File: config.mk
export PLATFORM = sky130hd
export DESIGN_NAME = pipe_share_ctrl
export DESIGN_NICKNAME = d
export VERILOG_FILES = /design/src/rtl/pipe_share_ctrl_pkg.sv /design/src/rtl/pipe_share_ctrl_rr_arbiter.sv /design/src/rtl/pipe_share_ctrl.sv
export SDC_FILE = /design/constraint.sdc
export NUM_CORES = 1
export LEC_CHECK = 0
export ABC_AREA = 1
export BUFFER_PORTS_ARGS = -buffer_cell sky130_fd_sc_hd__clkbuf_2
export CORE_UTILIZATION = 38
export DETAILED_ROUTE_END_ITERATION = 8
export GPL_ROUTABILITY_DRIVEN = 0
export PLACE_DENSITY_LB_ADDON = 0.08
export SLEW_MARGIN = 20
export SYNTH_ARGS = -nofsm -noshare
export SYNTH_HDL_FRONTEND = slang
export SYNTH_SLANG_ARGS = --single-unit
File: constraint.sdc
create_clock -name clk -period 1.5 [get_ports clk]
set_input_delay 0.3 -clock clk [delete_from_list [all_inputs] [get_ports clk]]
set_output_delay 0.3 -clock clk [all_outputs]
set_load 0.1 [all_outputs]
File: src/rtl/pipe_share_ctrl_pkg.sv
// Shared constants and helpers for the pipeline-sharing controller.
// A tag is packed as {v, id}, so v sits at bit IDW and id occupies [IDW-1:0].
package pipe_share_ctrl_pkg;

    localparam int LAT_DEFAULT = 3;

    function automatic int clog2(input int value);
        int r;
        r = 0;
        for (int i = 0; i < 31; i++) begin
            if ((1 << i) < value) begin
                r = i + 1;
            end
        end
        return r;
    endfunction

    // A single requester still needs a one-bit ID field.
    function automatic int id_width(input int nreq);
        return (clog2(nreq) < 1) ? 1 : clog2(nreq);
    endfunction

    function automatic int tag_width(input int idw);
        return idw + 1;
    endfunction

endpackage

File: src/rtl/pipe_share_ctrl_rr_arbiter.sv
// Combinational round-robin arbiter: searches upward from ptr, wrapping modulo NREQ.
// At most one grant bit is high, and none while en is low.
module pipe_share_ctrl_rr_arbiter
    import pipe_share_ctrl_pkg::*;
#(
    parameter int NREQ = 2,
    parameter int IDW  = id_width(NREQ)
) (
    input  logic [NREQ-1:0] req,
    input  logic [IDW-1:0]  ptr,
    input  logic            en,
    output logic [NREQ-1:0] grant,
    output logic [IDW-1:0]  grant_id,
    output logic            grant_any
);

    logic [IDW:0]   sum;
    logic [IDW-1:0] idx;

    always_comb begin
        grant     = '0;
        grant_id  = '0;
        grant_any = 1'b0;
        sum       = '0;
        idx       = '0;
        for (int k = 0; k < NREQ; k++) begin
            sum = {1'b0, ptr} + (IDW+1)'(k);
            if (sum >= (IDW+1)'(NREQ)) begin
                sum = sum - (IDW+1)'(NREQ);
            end
            idx = sum[IDW-1:0];
            if (en && !grant_any && req[idx]) begin
                grant[idx] = 1'b1;
                grant_id   = idx;
                grant_any  = 1'b1;
            end
        end
    end

endmodule

File: src/rtl/pipe_share_ctrl.sv
// Shares one fixed-latency F = (A+B+C-D)*D pipeline among NREQ requesters and
// routes each result back to its issuer using a {v, id} tag shift register.
module pipe_share_ctrl
    import pipe_share_ctrl_pkg::*;
#(
    parameter int N    = 10,
    parameter int NREQ = 2,
    parameter int LAT  = LAT_DEFAULT,
    parameter int IDW  = id_width(NREQ)
) (
    input  logic                       clk,
    input  logic                       rst_n,
    input  logic                       flush,
    input  logic [NREQ-1:0]            req_valid,
    output logic [NREQ-1:0]            req_ready,
    input  logic [NREQ*N-1:0]          req_a,
    input  logic [NREQ*N-1:0]          req_b,
    input  logic [NREQ*N-1:0]          req_c,
    input  logic [NREQ*N-1:0]          req_d,
    output logic [N-1:0]               pipe_a,
    output logic [N-1:0]               pipe_b,
    output logic [N-1:0]               pipe_c,
    output logic [N-1:0]               pipe_d,
    input  logic [N-1:0]               pipe_f,
    output logic [NREQ-1:0]            resp_valid,
    output logic [IDW-1:0]             resp_id,
    output logic [N-1:0]               resp_f,
    output logic [clog2(LAT+1):0]      inflight,
    output logic                       idle
);

    localparam int TW = tag_width(IDW);
    localparam int CW = clog2(LAT+1) + 1;

    logic [N-1:0]    op_a [NREQ];
    logic [N-1:0]    op_b [NREQ];
    logic [N-1:0]    op_c [NREQ];
    logic [N-1:0]    op_d [NREQ];

    logic [NREQ-1:0] grant;
    logic [IDW-1:0]  grant_id;
    logic            grant_any;
    logic            arb_en;

    logic [IDW-1:0]  ptr_reg, ptr_next;
    logic [TW-1:0]   tag_reg  [LAT];
    logic [TW-1:0]   tag_next [LAT];
    logic [CW-1:0]   inflight_reg, inflight_next;
    logic [NREQ-1:0] resp_valid_reg;
    logic [IDW-1:0]  resp_id_reg;
    logic [N-1:0]    resp_f_reg;
    logic [TW-1:0]   tag_out;

    generate
        for (genvar gi = 0; gi < NREQ; gi++) begin : g_ops
            assign op_a[gi] = req_a[gi*N +: N];
            assign op_b[gi] = req_b[gi*N +: N];
            assign op_c[gi] = req_c[gi*N +: N];
            assign op_d[gi] = req_d[gi*N +: N];
        end
    endgenerate

    // Gating by rst_n keeps grants and pipeline inputs at zero while reset is held.
    assign arb_en = rst_n & ~flush;

    pipe_share_ctrl_rr_arbiter #(
        .NREQ (NREQ),
        .IDW  (IDW)
    ) u_arb (
        .req       (req_valid),
        .ptr       (ptr_reg),
        .en        (arb_en),
        .grant     (grant),
        .grant_id  (grant_id),
        .grant_any (grant_any)
    );

    assign req_ready = grant;
    assign pipe_a    = grant_any ? op_a[grant_id] : '0;
    assign pipe_b    = grant_any ? op_b[grant_id] : '0;
    assign pipe_c    = grant_any ? op_c[grant_id] : '0;
    assign pipe_d    = grant_any ? op_d[grant_id] : '0;

    always_comb begin
        ptr_next = ptr_reg;
        if (grant_any) begin
            ptr_next = (grant_id == IDW'(NREQ-1)) ? '0 : grant_id + IDW'(1);
        end
    end

    // Flush clears every v bit; inflight is derived from the next tags so it tracks them exactly.
    always_comb begin
        tag_next[0] = {grant_any, grant_id};
        for (int s = 1; s < LAT; s++) begin
            tag_next[s] = tag_reg[s-1];
        end
        if (flush) begin
            for (int s = 0; s < LAT; s++) begin
                tag_next[s][IDW] = 1'b0;
            end
        end
        inflight_next = '0;
        for (int s = 0; s < LAT; s++) begin
            inflight_next = inflight_next + CW'(tag_next[s][IDW]);
        end
    end

    assign tag_out = tag_reg[LAT-1];

    always_ff @(posedge clk or negedge rst_n) begin
        if (!rst_n) begin
            ptr_reg        <= '0;
            inflight_reg   <= '0;
            resp_valid_reg <= '0;
            resp_id_reg    <= '0;
            resp_f_reg     <= '0;
            for (int s = 0; s < LAT; s++) begin
                tag_reg[s] <= '0;
            end
        end else begin
            ptr_reg      <= ptr_next;
            inflight_reg <= inflight_next;
            for (int s = 0; s < LAT; s++) begin
                tag_reg[s] <= tag_next[s];
            end
            if (tag_out[IDW] && !flush) begin
                resp_valid_reg <= NREQ'(1) << tag_out[IDW-1:0];
                resp_id_reg    <= tag_out[IDW-1:0];
                resp_f_reg     <= pipe_f;
            end else begin
                resp_valid_reg <= '0;
            end
        end
    end

    assign resp_valid = resp_valid_reg;
    assign resp_id    = resp_id_reg;
    assign resp_f     = resp_f_reg;
    assign inflight   = inflight_reg;
    assign idle       = (inflight_reg == '0) && (resp_valid_reg == '0);

endmodule

==> Word level (Yosys, flattened, before mapping) <==
Cells that the tools add are included.
{ "totals": {"wordCells": 74, "input_bits": 95, "out_inout_bits": 59, "regBits": 23} }
{ "op_classes": {"addsub": 6, "n_lt_le_gt_ge": 7, "bitwise": 4, "mux": 37, "reduce_logical": 11, "n_shift": 1} }
{ "op_table": {"columns": ["cell", "count"], "rows": [
  ["10-bit 2-to-1 mux", 16],
  ["1-bit 2-to-1 mux", 16],
  ["1-bit logical AND", 7],
  ["2-bit 2-to-1 mux", 3],
  ["2-bit greater-or-equal comparator (second input constant)", 2],
  ["1-bit by 2-bit < comparator with 1-bit output (second input constant)", 2],
  ["2-bit by 1-bit adder with 3-bit output", 1],
  ["3-bit zero test", 1],
  ["1-bit by 1-bit adder with 2-bit output", 1],
  ["1-bit by 1-bit adder with 2-bit output (second input constant)", 1],
  ["1-bit demux with 1-bit select", 2],
  ["1-bit greater-or-equal comparator (second input constant)", 2],
  ["1-bit by 2-bit greater-or-equal comparator with 1-bit output (second input constant)", 1],
  ["1-bit zero test", 2],
  ["2-bit zero test", 1],
  ["1-bit NOT with 2-bit output", 1],
  ["2-bit bitwise OR", 1],
  ["1-bit by 1-bit left shift with 2-bit output (first input constant)", 1],
  ["1-bit subtractor (second input constant)", 2],
  ["1-bit adder (second input constant)", 1],
  ["1-bit AND", 1],
  ["1-bit NOT", 1]
]} }

==> Logic depth before layout (Yosys ltp) <==
Gate-level depths: netlist of run 1.
{ "depth": {"word_depth": 15, "ltp_mapped": 7} }

==> Modules after synthesis <==
Synthesis of run 1 repeated with hierarchy kept, for this count alone.
{ "unflattened": {"hier_cells": 299, "hier_area_um2": 1780.5} }
{ "modules_own_cells": {"columns": ["module", "n_inst", "area_each_um2", "seq_area_each_um2", "cells_each"], "rows": [
  ["pipe_share_ctrl", 1, 1750.4, 550.5, 292],
  ["pipe_share_ctrl_rr_arbiter", 1, 30.0, 0.0, 7]
]} }

==> Worst setup path before layout of run 1 <==
Ideal clock, no wire load.
{ "synth_path": {"path_kind": "register -> output", "start": "register inflight_reg[1], in the netlist inflight[1]", "end": "output port idle", "stages_incl_launch_ff": 2, "required_ns": 1.200, "path_buffers": 0, "setup_slack_ns": -2.572, "t_arrival_ns": 3.772, "path_cell_list": "dfrtp_1 -> nor4_1"} }
{ "synth_via": {"elab_chain_len": 2} }
{ "synth_rtl": {"columns": ["item", "line_no", "text"], "rows": [
  ["from (decl)", "pipe_share_ctrl.sv:48", "logic [CW-1:0] inflight_reg, inflight_next;"],
  ["from (signal assigned)", "pipe_share_ctrl.sv:122", "inflight_reg <= inflight_next;"],
  ["3-bit zero test", "pipe_share_ctrl.sv:140", "assign idle = (inflight_reg == '0) && (resp_valid_reg == '0);"],
  ["1-bit logical AND", "pipe_share_ctrl.sv:140", null],
  ["to (decl)", "pipe_share_ctrl.sv:29", "output logic idle"]
]} }
No other way between the ends.

==> Worst setup path in the final report of run 1 <==
{ "layout_path": {"start": "register ptr_reg", "end": "output port pipe_c[7]"} }
{ "layout_via": {"elab_chain_len": 15, "elab_cells_between_ends": 24} }
{ "layout_rtl": {"columns": ["item", "line_no", "text"], "rows": [
  ["from (decl)", "pipe_share_ctrl.sv:45", "logic [IDW-1:0] ptr_reg, ptr_next;"],
  ["from (signal assigned)", "pipe_share_ctrl.sv:121", "ptr_reg <= ptr_next;"],
  ["1-bit by 2-bit greater-or-equal comparator with 1-bit output / 1-bit subtractor (equally long branches)", "pipe_share_ctrl_rr_arbiter.sv:28, pipe_share_ctrl_rr_arbiter.sv:29", null],
  ["1-bit 2-to-1 mux", "pipe_share_ctrl_rr_arbiter.sv:28", "if (sum >= (IDW+1)'(NREQ)) begin"],
  ["1-bit 2-to-1 mux (not written as such) (2 in a row)", "pipe_share_ctrl_rr_arbiter.sv:32", "if (en && !grant_any && req[idx]) begin"],
  ["1-bit logical AND", "pipe_share_ctrl_rr_arbiter.sv:32", null],
  ["1-bit 2-to-1 mux", "pipe_share_ctrl_rr_arbiter.sv:32", null],
  ["1-bit zero test", "pipe_share_ctrl_rr_arbiter.sv:32", null],
  ["1-bit logical AND (2 in a row)", "pipe_share_ctrl_rr_arbiter.sv:32", null],
  ["1-bit 2-to-1 mux", "pipe_share_ctrl_rr_arbiter.sv:32", null],
  ["1-bit NOT with 2-bit output (not written as such)", "pipe_share_ctrl.sv:81", "assign pipe_c = grant_any ? op_c[grant_id] : '0;"],
  ["10-bit 2-to-1 mux (not written as such) (3 in a row)", "pipe_share_ctrl.sv:81", null],
  ["10-bit 2-to-1 mux (*)", "pipe_share_ctrl.sv:81", null],
  ["to (decl)", "pipe_share_ctrl.sv:22", "output logic [N-1:0] pipe_c,"]
]} }
Mark *: on every way between the ends. The rest lies on a longest branch, timed or not. The select of a mux whose other input is x is not followed.

==> flow_summary.ini, run 1 <==
[synthesis]
syn-num-nets = 395
synthMuxAreaShare = 0
synth_xor_area_frac = 0
ys_ff_latch = 22
synth_area_um2 = 1700
syn_avg_cell_area_um2 = 5.69
yosysTopAreaCell = dfrtp_1
synth_area_leaders = dfrtp_1 32%, nand2_1 23%, nor2_1 18%
synth-simple-area-share = 0.474
synth-compound-area-share = 0.00588
ys_types = 19
synth_top_family_by_area = simple AND/OR/NAND/NOR gates
ys_seq_area_frac = 0.324
synth_fa_ha_area_frac = 0.0118
yosysTopAreaCellShare = 0.324
yosys_warnings = 0
syn_inst = 299

[setup_path]
startpoint_type = flip-flop
required_ns = 1.20
path_common_cell = buf_12
worstSetupPathType = flip-flop to primary output
cp_slowest_cell = dfrtp_1
cp-end-kind = primary output
crit_start = ptr_reg$_DFFE_PN0P_
worstPathArrival_ns = 1.63
cpPeakStageDelay_ns = 0.35
crit_chain = inv_2 -> nand2_4 -> nand3_4 -> buf_12 -> nor2_1 -> nor2_4 -> buf_12
crit_buf_inv = 3
r2r-start = ptr_reg$_DFFE_PN0P_
critPathMaxFanout = 26
critPathTopFamily = simple AND/OR/NAND/NOR gates

[power]
cellLeakagePower_nw = 2.12
comb_power_share = 0.589
power.density_nw_per_um2 = 798
p_total_mw = 3.13
swShare = 0.508
p_int_mw = 1.54
seqPwrFrac = 0.231
p_switching_mw = 1.59
peakVddDrop_uv = 665
pwr-share-clk = 0.181

[detailed_routing]
drtPass1Iterations = 4
vias = 2614
drt-vias-per-instance = 5.21
drc_errors = 0
drt_iter0_markers = 150
ant_nets = 0
wl_per_cell_um = 17.5
wirelength_um = 8780

[sta]
setup_viol = 43
hold_ws_ns = 0.114
clock_skew_ns = 0.000961
layout_min_cycle_time_ns = 1.93
worstMarginPinSlew_ns = 0.559
rsz0062_at_grt = yes
slew_headroom = 0.629
hold_viol_final = 0
finalCritPeriodShare = 1.29
setup_ws_ns = -0.433
finalMaxSlewViolations = 0
max_freq_ghz = 0.517

[final_layout]
final_common_cell = clkbuf_2
largest_reg_flops = 10
syn2layout_area_growth_pct = 131
drive_gt1_frac = 0.673
nets = 549
nFillCells = 127
final_cells = 502
layout_common_cells = 105 x clkbuf_2, 66 x nand2_2, 47 x inv_1, 47 x buf_12, 41 x nor2_4
n_antenna_cell = 0

[place]
hpwl_um = 5540
port_buffers = 152
dp_cells = 497

[floorplanning]
io_pins = 154
fp-row-count = 23
die_w_um = 68.9
start_util = 0.411
die_h_um = 68.9
dieArea_um2 = 4750
coreArea_um2 = 4140

[global_routing]
grt_usage = 0.375
grt_max_degree = 27
antenna_found_initial = 0
gr-total-overflow = 0
grt_pass1_vias = 2695
grt_pass1_wl_um = 12600

[clock_network]
cts_sinks = 22
path_clk_slew_ns = 0.08
clockBufferDepth = 2
cts_buffers = 3
cts_tree = yes
clock-root-buffer = clkbuf_8
cts-htree-levels = 1
clock_latency_ns = 0.27
post-cts-setup-buffers = 0
ctsHoldBuffers = 0

[run_status]
status = finished, violations left
violations = setup timing

[job]
max_cap_violations = 0

[min_path]
hold_path_class = input pin to asynchronous set/reset pin
==> power by group through the flow <==
stage          Sequential [mW]  Combinational (mW)  Clock (mW)
4_1_cts                  0.717                1.81       0.558
2_1_floorplan             1.18               0.793           0
3_5_place_dp             0.727                1.78           0
5_1_grt                  0.726                1.90       0.593
6_report                 0.722                1.84       0.566
3_3_place_gp             0.718                1.73           0
==> cell families (layout without fill, tap and decap cells) <==
kind of cell / Yosys count / in the layout
AOI/OAI and AO/OA: 2 / 2
adders and majority gates: 1 / 1
buffers and inverters: 70 / 223
DFF: 22 / 22
other: 1 / 1
and+or+nand+nor: 203 / 203
==> layer usage <==
layer	up-vias	share of wire	GRT usage
met2	191	0.54	0.697
met3	52	0.083	0.0806
met4	0	0.065	0.268
met5	-	0	0
met1	1217	0.31	0.361
li1	1154	-	-
==> cells in the mapped netlist <==
| cell type | n |
|---|---|
| nand3_1 | 11 |
| inv_1 | 52 |
| o21ai_0 | 1 |
| nand4_1 | 1 |
| nand2_1 | 105 |
| nor2_4 | 1 |
| clkbuf_1 | 2 |
| nand2_2 | 2 |
| inv_2 | 2 |
| buf_2 | 8 |
| buf_4 | 2 |
| nor2_1 | 81 |
| conb_1 | 1 |
| a21oi_1 | 1 |
| nand3_4 | 1 |
| buf_6 | 4 |
| nor4_1 | 1 |
| fa_1 | 1 |
| dfrtp_1 | 22 |
==> worst register-to-register path, cell delays in order (launching register included) <==
cell and delay [ns]:
dfrtp_1 0.39, inv_2 0.08, nand2_4 0.07, nand3_4 0.16, buf_12 0.22, inv_4 0.07, buf_4 0.14, a21oi_1 0.13
==> layout make-up <==
type,instances,area (um2),share of cell area
inverters,54,223,0.0568
repair buffers,165,1580,0.404
clock inverters,1,30.0,0.00766
flip-flops and latches,22,558,0.142
clock buffers,3,41.3,0.0105
multi-input cells,207,1420,0.363
well taps,50,62.6,0.0159
==> per-stage QoR <==
stage	TNS (ns)	worst slack (ns)	instance area [um2]	utilization
floorplan	-8.83	-0.558	2300	-
global placement	-8.43	-0.264	3770	0.910
detailed placement	-9.58	-0.291	3770	0.910
finish	-15.91	-0.433	3920	0.947
CTS	-14.23	-0.373	3910	0.942
global route	-18.85	-0.545	3920	0.947
==> path summary, 6_finish.rpt <==
check / to / slack, ns / cells past startpoint
setup / recovery: pipe_c[7] / -0.43 / 7
min in group clk: resp_f[7]$_DFFE_PN0P_ / 0.26 / 3
hold reg to reg: tag_next[0]$_DFF_PN0_ / 0.36 / 0
max in group asynchronous: resp_valid[0]$_DFF_PN0_ / 1.13 / 2
hold / removal: resp_f[2]$_DFFE_PN0P_ / 0.11 / 2
setup reg to reg: ptr_reg$_DFFE_PN0P_ / 0.17 / 7
==> repair_timing <==
item	in CTS	in global routing
cloned	1	0
endpoints found under the setup margin	43	45
pin swaps	1	0
resized for setup	14	7
(Power assumes the default switching activity.)
==> run 2, diff against run 1 <==
PLACE_DENSITY = 0.82   (was not set)
PLACE_DENSITY_LB_ADDON = not set   (was 0.08)
SLEW_MARGIN = not set   (was 20)
==> flow_summary.ini, run 2 (synthesized netlist as in run 1, its figures left out) <==
[run_status]
status = finished, violations left
violations = setup timing

[power]
peakVddDrop_uv = 680
cellLeakagePower_nw = 2.11
power.density_nw_per_um2 = 762

[floorplanning]
start_util = 0.411
die_w_um = 68.9
fp-row-count = 23
io_pins = 154
coreArea_um2 = 4140
die_h_um = 68.9
dieArea_um2 = 4750

[global_routing]
gr-total-overflow = 0
grt_max_degree = 32
grt_usage = 0.337
grt_pass1_wl_um = 11400
grt_pass1_vias = 2461
antenna_found_initial = 0

[sta]
setup_ws_ns = -0.420
clock_skew_ns = 0.00824
setup_viol = 43
slew_headroom = 0.619
rsz0062_at_grt = yes
worstMarginPinSlew_ns = 0.574
hold_viol_final = 0
finalMaxSlewViolations = 0
finalCritPeriodShare = 1.28
layout_min_cycle_time_ns = 1.92
max_freq_ghz = 0.521

[final_layout]
n_antenna_cell = 0
syn2layout_area_growth_pct = 129
final_common_cell = clkbuf_2
multiInputGateArea_um2 = 1400
layout_common_cells = 104 x clkbuf_2, 53 x nand2_2, 47 x inv_1, 47 x buf_12, 41 x nor2_4
utilization = 0.941
seq_area_um2 = 558
fin_area_um2 = 3900
nets = 552
nFillCells = 135
largest_reg_flops = 10
drive_gt1_frac = 0.657

[clock_network]
path_clk_slew_ns = 0.08
clock_latency_ns = 0.27
clockBufferDepth = 2
ctsHoldBuffers = 0
cts_sinks = 22
cts_buffers = 3
cts-htree-levels = 1
clock-root-buffer = clkbuf_8
cts_tree = yes

[place]
placed_cell_area_um2 = 3800
port_buffers = 152
hpwl_um = 6020
post-place-ws_ns = -0.327

[detailed_routing]
drc_errors = 0
vias = 2488
ant_nets = 0
wl_per_cell_um = 15.4
drt-vias-per-instance = 4.93
drtPass1Iterations = 4
drt_iter0_markers = 81
wirelength_um = 7780

[job]
max_cap_violations = 0

[setup_path]
cp-end-kind = primary output
worst_r2r_path_depth = 7
critPathMaxFanout = 31
startpoint_type = flip-flop
worstSetupPathType = flip-flop to primary output
worstPathArrival_ns = 1.62
required_ns = 1.20

[min_path]
hold_path_class = input pin to asynchronous set/reset pin
==> run 2: cell count changes in the layout (fill, tap and decap cells not counted), sizes merged <==
cell,before,now
buf,60,64
bufinv,1,0
==> run 2: area by class of cell <==
type / instances / area share
inverter: 54 / 0.0571
multi-input combinational: 207 / 0.360
clock buffer: 4 / 0.0141
timing repair buffer: 168 / 0.409
tap: 50 / 0.0160
sequential: 22 / 0.143
==> run 2: critical path, stage by stage, from the launching register on <==
cell and delay [ns]:
dfrtp_1 0.36, inv_2 0.07, nand2_4 0.07, nand3_4 0.13, buf_12 0.21, nand2_1 0.11, nand2_4 0.07, nor2_4 0.14
buf_12 0.18
==> run 2: where the power goes <==
group | switching (mW) | internal, mW
Combinational | 1.31 | 0.516
Sequential | 0.0477 | 0.668
Clock | 0.195 | 0.234
==> run 2: worst paths after layout <==
| check | from | endpoint | slack (ns) |
|---|---|---|---|
| hold / removal | rst_n | resp_f[8]$_DFFE_PN0P_ | 0.10 |
| setup reg to reg | ptr_reg$_DFFE_PN0P_ | ptr_reg$_DFFE_PN0P_ | 0.30 |
| max in group asynchronous | rst_n | resp_valid[0]$_DFF_PN0_ | 1.14 |
| setup / recovery | ptr_reg$_DFFE_PN0P_ | pipe_d[0] | -0.42 |
| hold reg to reg | tag_next[0]$_DFF_PN0_ | tag_out[0]$_DFF_PN0_ | 0.36 |
| min in group clk | pipe_f[7] | resp_f[7]$_DFFE_PN0P_ | 0.26 |
==> run 2: routing by layer <==
metal	share of wire	GRT usage
met2	0.58	0.683
met4	0.047	0.176
met3	0.062	0.0691
met1	0.31	0.305
met5	0	0
==> run 2: timing repair <==
| action | 4_1_cts | 5_1_grt |
|---|---|---|
| gates resized for setup | 9 | 5 |
| pin swaps | 2 | 1 |
| endpoints found under the setup margin | 43 | 43 |
| gates cloned | 0 | 0 |
| setup buffers | 1 | 0 |
==> run 2: metrics by stage <==
| stage | power [mW] | hold slack (ns) | std cells | TNS (ns) |
|---|---|---|---|---|
| after floorplan | 1.98 | 0.00441 | 299 | -8.83 |
| after global routing | 3.08 | 0.126 | 505 | -17.32 |
| final | 2.97 | 0.100 | 505 | -15.07 |
| after global placement | 2.46 | 0.333 | 500 | -9.21 |
| after CTS | 2.97 | 0.108 | 505 | -14.95 |
| after detailed placement | 2.51 | 0.339 | 500 | -10.77 |
==> run 3, diff against run 2 <==
--- a/constraint.sdc
+++ b/constraint.sdc
@@ -3,2 +3,2 @@
 set_output_delay 0.3 -clock clk [all_outputs]
-set_load 0.1 [all_outputs]
+set_load 0.005 [all_outputs]
==> flow_summary.ini, run 3 (synthesized netlist as in run 1, its figures left out) <==
[final_layout]
final_cells = 511
syn2layout_area_growth_pct = 65.5
final_common_cell = clkbuf_2
n_antenna_cell = 0
fin_area_um2 = 2820
drive_gt1_frac = 0.423
largest_reg_flops = 10
nets = 558
nFillCells = 392
layout_common_cells = 113 x clkbuf_2, 98 x nand2_1, 78 x nor2_1
utilization = 0.680

[setup_path]
cp_slowest_cell = dfrtp_1
crit_chain = inv_2 -> nand2_4 -> nand3_4 -> buf_12 -> buf_12 -> nand2_1 -> nand2_1 -> nor2_1 -> buf_2
worstSetupPathType = flip-flop to primary output
worstPathArrival_ns = 1.43
required_ns = 1.20
cpPeakStageDelay_ns = 0.34
critPathTopFamily = buffers and inverters
critPathMaxFanout = 11
crit_buf_inv = 4
startpoint_type = flip-flop
cp-end-kind = primary output

[global_routing]
grt_usage = 0.214
gr-total-overflow = 0
grt_pass1_vias = 1971
antenna_found_initial = 0
grt_max_degree = 29
grt_pass1_wl_um = 7730

[detailed_routing]
wl_met1_um = 1870
drt_iter0_markers = 97
drtPass1Iterations = 4
wl_met3_um = 259
top_layer = met4
vias = 2253
drc_errors = 0
wirelength_um = 5010
wl_per_cell_um = 9.80
drt-vias-per-instance = 4.41
ant_nets = 0
met2_wirelength_um = 2710

[sta]
max_freq_ghz = 0.579
rsz0062_at_grt = yes
hold_viol_final = 0
setup_ws_ns = -0.228
finalMaxSlewViolations = 0
finalCritPeriodShare = 1.15
layout_min_cycle_time_ns = 1.73
setup_viol = 42
clock_skew_ns = 0.00274
setup_tns_ns = -8.25

[floorplanning]
coreArea_um2 = 4140
dieArea_um2 = 4750
io_pins = 154
fp-row-count = 23
die_w_um = 68.9
die_h_um = 68.9
start_util = 0.411

[power]
cellLeakagePower_nw = 2.01
power.density_nw_per_um2 = 655
peakVddDrop_uv = 384

[place]
dp_cells = 499
hpwl_um = 3980
port_buffers = 152
post-place-ws_ns = -0.0952
placed_cell_area_um2 = 2570

[clock_network]
clock_latency_ns = 0.26
ctsHoldBuffers = 0
clockBufferDepth = 2
path_clk_slew_ns = 0.08
cts_tree = yes
cts_buffers = 3
cts-htree-levels = 1
clock-root-buffer = clkbuf_8
cts_sinks = 22

[min_path]
hold_path_class = input pin to asynchronous set/reset pin

[run_status]
violations = setup timing
status = finished, violations left

[job]
max_cap_violations = 0
run 3: worst paths after layout:
kind / start / end / slack, ns / cells after the start
setup reg to reg: tag_reg[5]$_DFF_PN0_ / inflight[0]$_DFF_PN0_ / 0.40 / 3
hold reg to reg: tag_next[2]$_DFF_PN0_ / tag_next[0]$_DFF_PN0_ / 0.36 / 0
min in group clk: pipe_f[8] / resp_f[8]$_DFFE_PN0P_ / 0.26 / 3
setup / recovery: ptr_reg$_DFFE_PN0P_ / pipe_a[7] / -0.23 / 9
hold / removal: rst_n / resp_f[1]$_DFFE_PN0P_ / 0.01 / 2
max in group asynchronous: rst_n / resp_f[8]$_DFFE_PN0P_ / 1.27 / 2
run 3: metal layers:
metal | vias to the layer above | track usage
li1 | 1174 | -
met1 | 975 | 0.232
met2 | 88 | 0.396
met3 | 16 | 0.0329
met4 | 0 | 0.107
met5 | - | 0
run 3: through the flow:
stage	power [mW]	hold WS (ns)
finish	1.85	0.0145
floorplan	0.953	0.00441
CTS	1.85	0.0148
global route	1.97	0.0292
global placement	1.24	0.305
detailed placement	1.26	0.304
run 3: what timing repair did:
item	4_1_cts	5_1_grt
pin swaps	1	8
setup buffers	4	1
setup endpoints to repair	42	42
cloned	2	1
gates resized for setup	9	47
run 3: final cells by class:
cell class,instances,area (um2),area share
Clock buffer,3,41.3,0.0147
Clock inverter,1,30.0,0.0107
Inverter,54,203,0.0720
Multi-Input combinational cell,207,876,0.311
Sequential cell,22,551,0.195
Tap cell,50,62.6,0.0222
Timing Repair Buffer,174,1050,0.374
run 3: report_power, final:
group / switching (mW) / internal, mW / leakage (nW)
Combinational: 0.283 / 0.316 / 1.68
Clock: 0.187 / 0.356 / 0.0357
Sequential: 0.0374 / 0.666 / 0.288
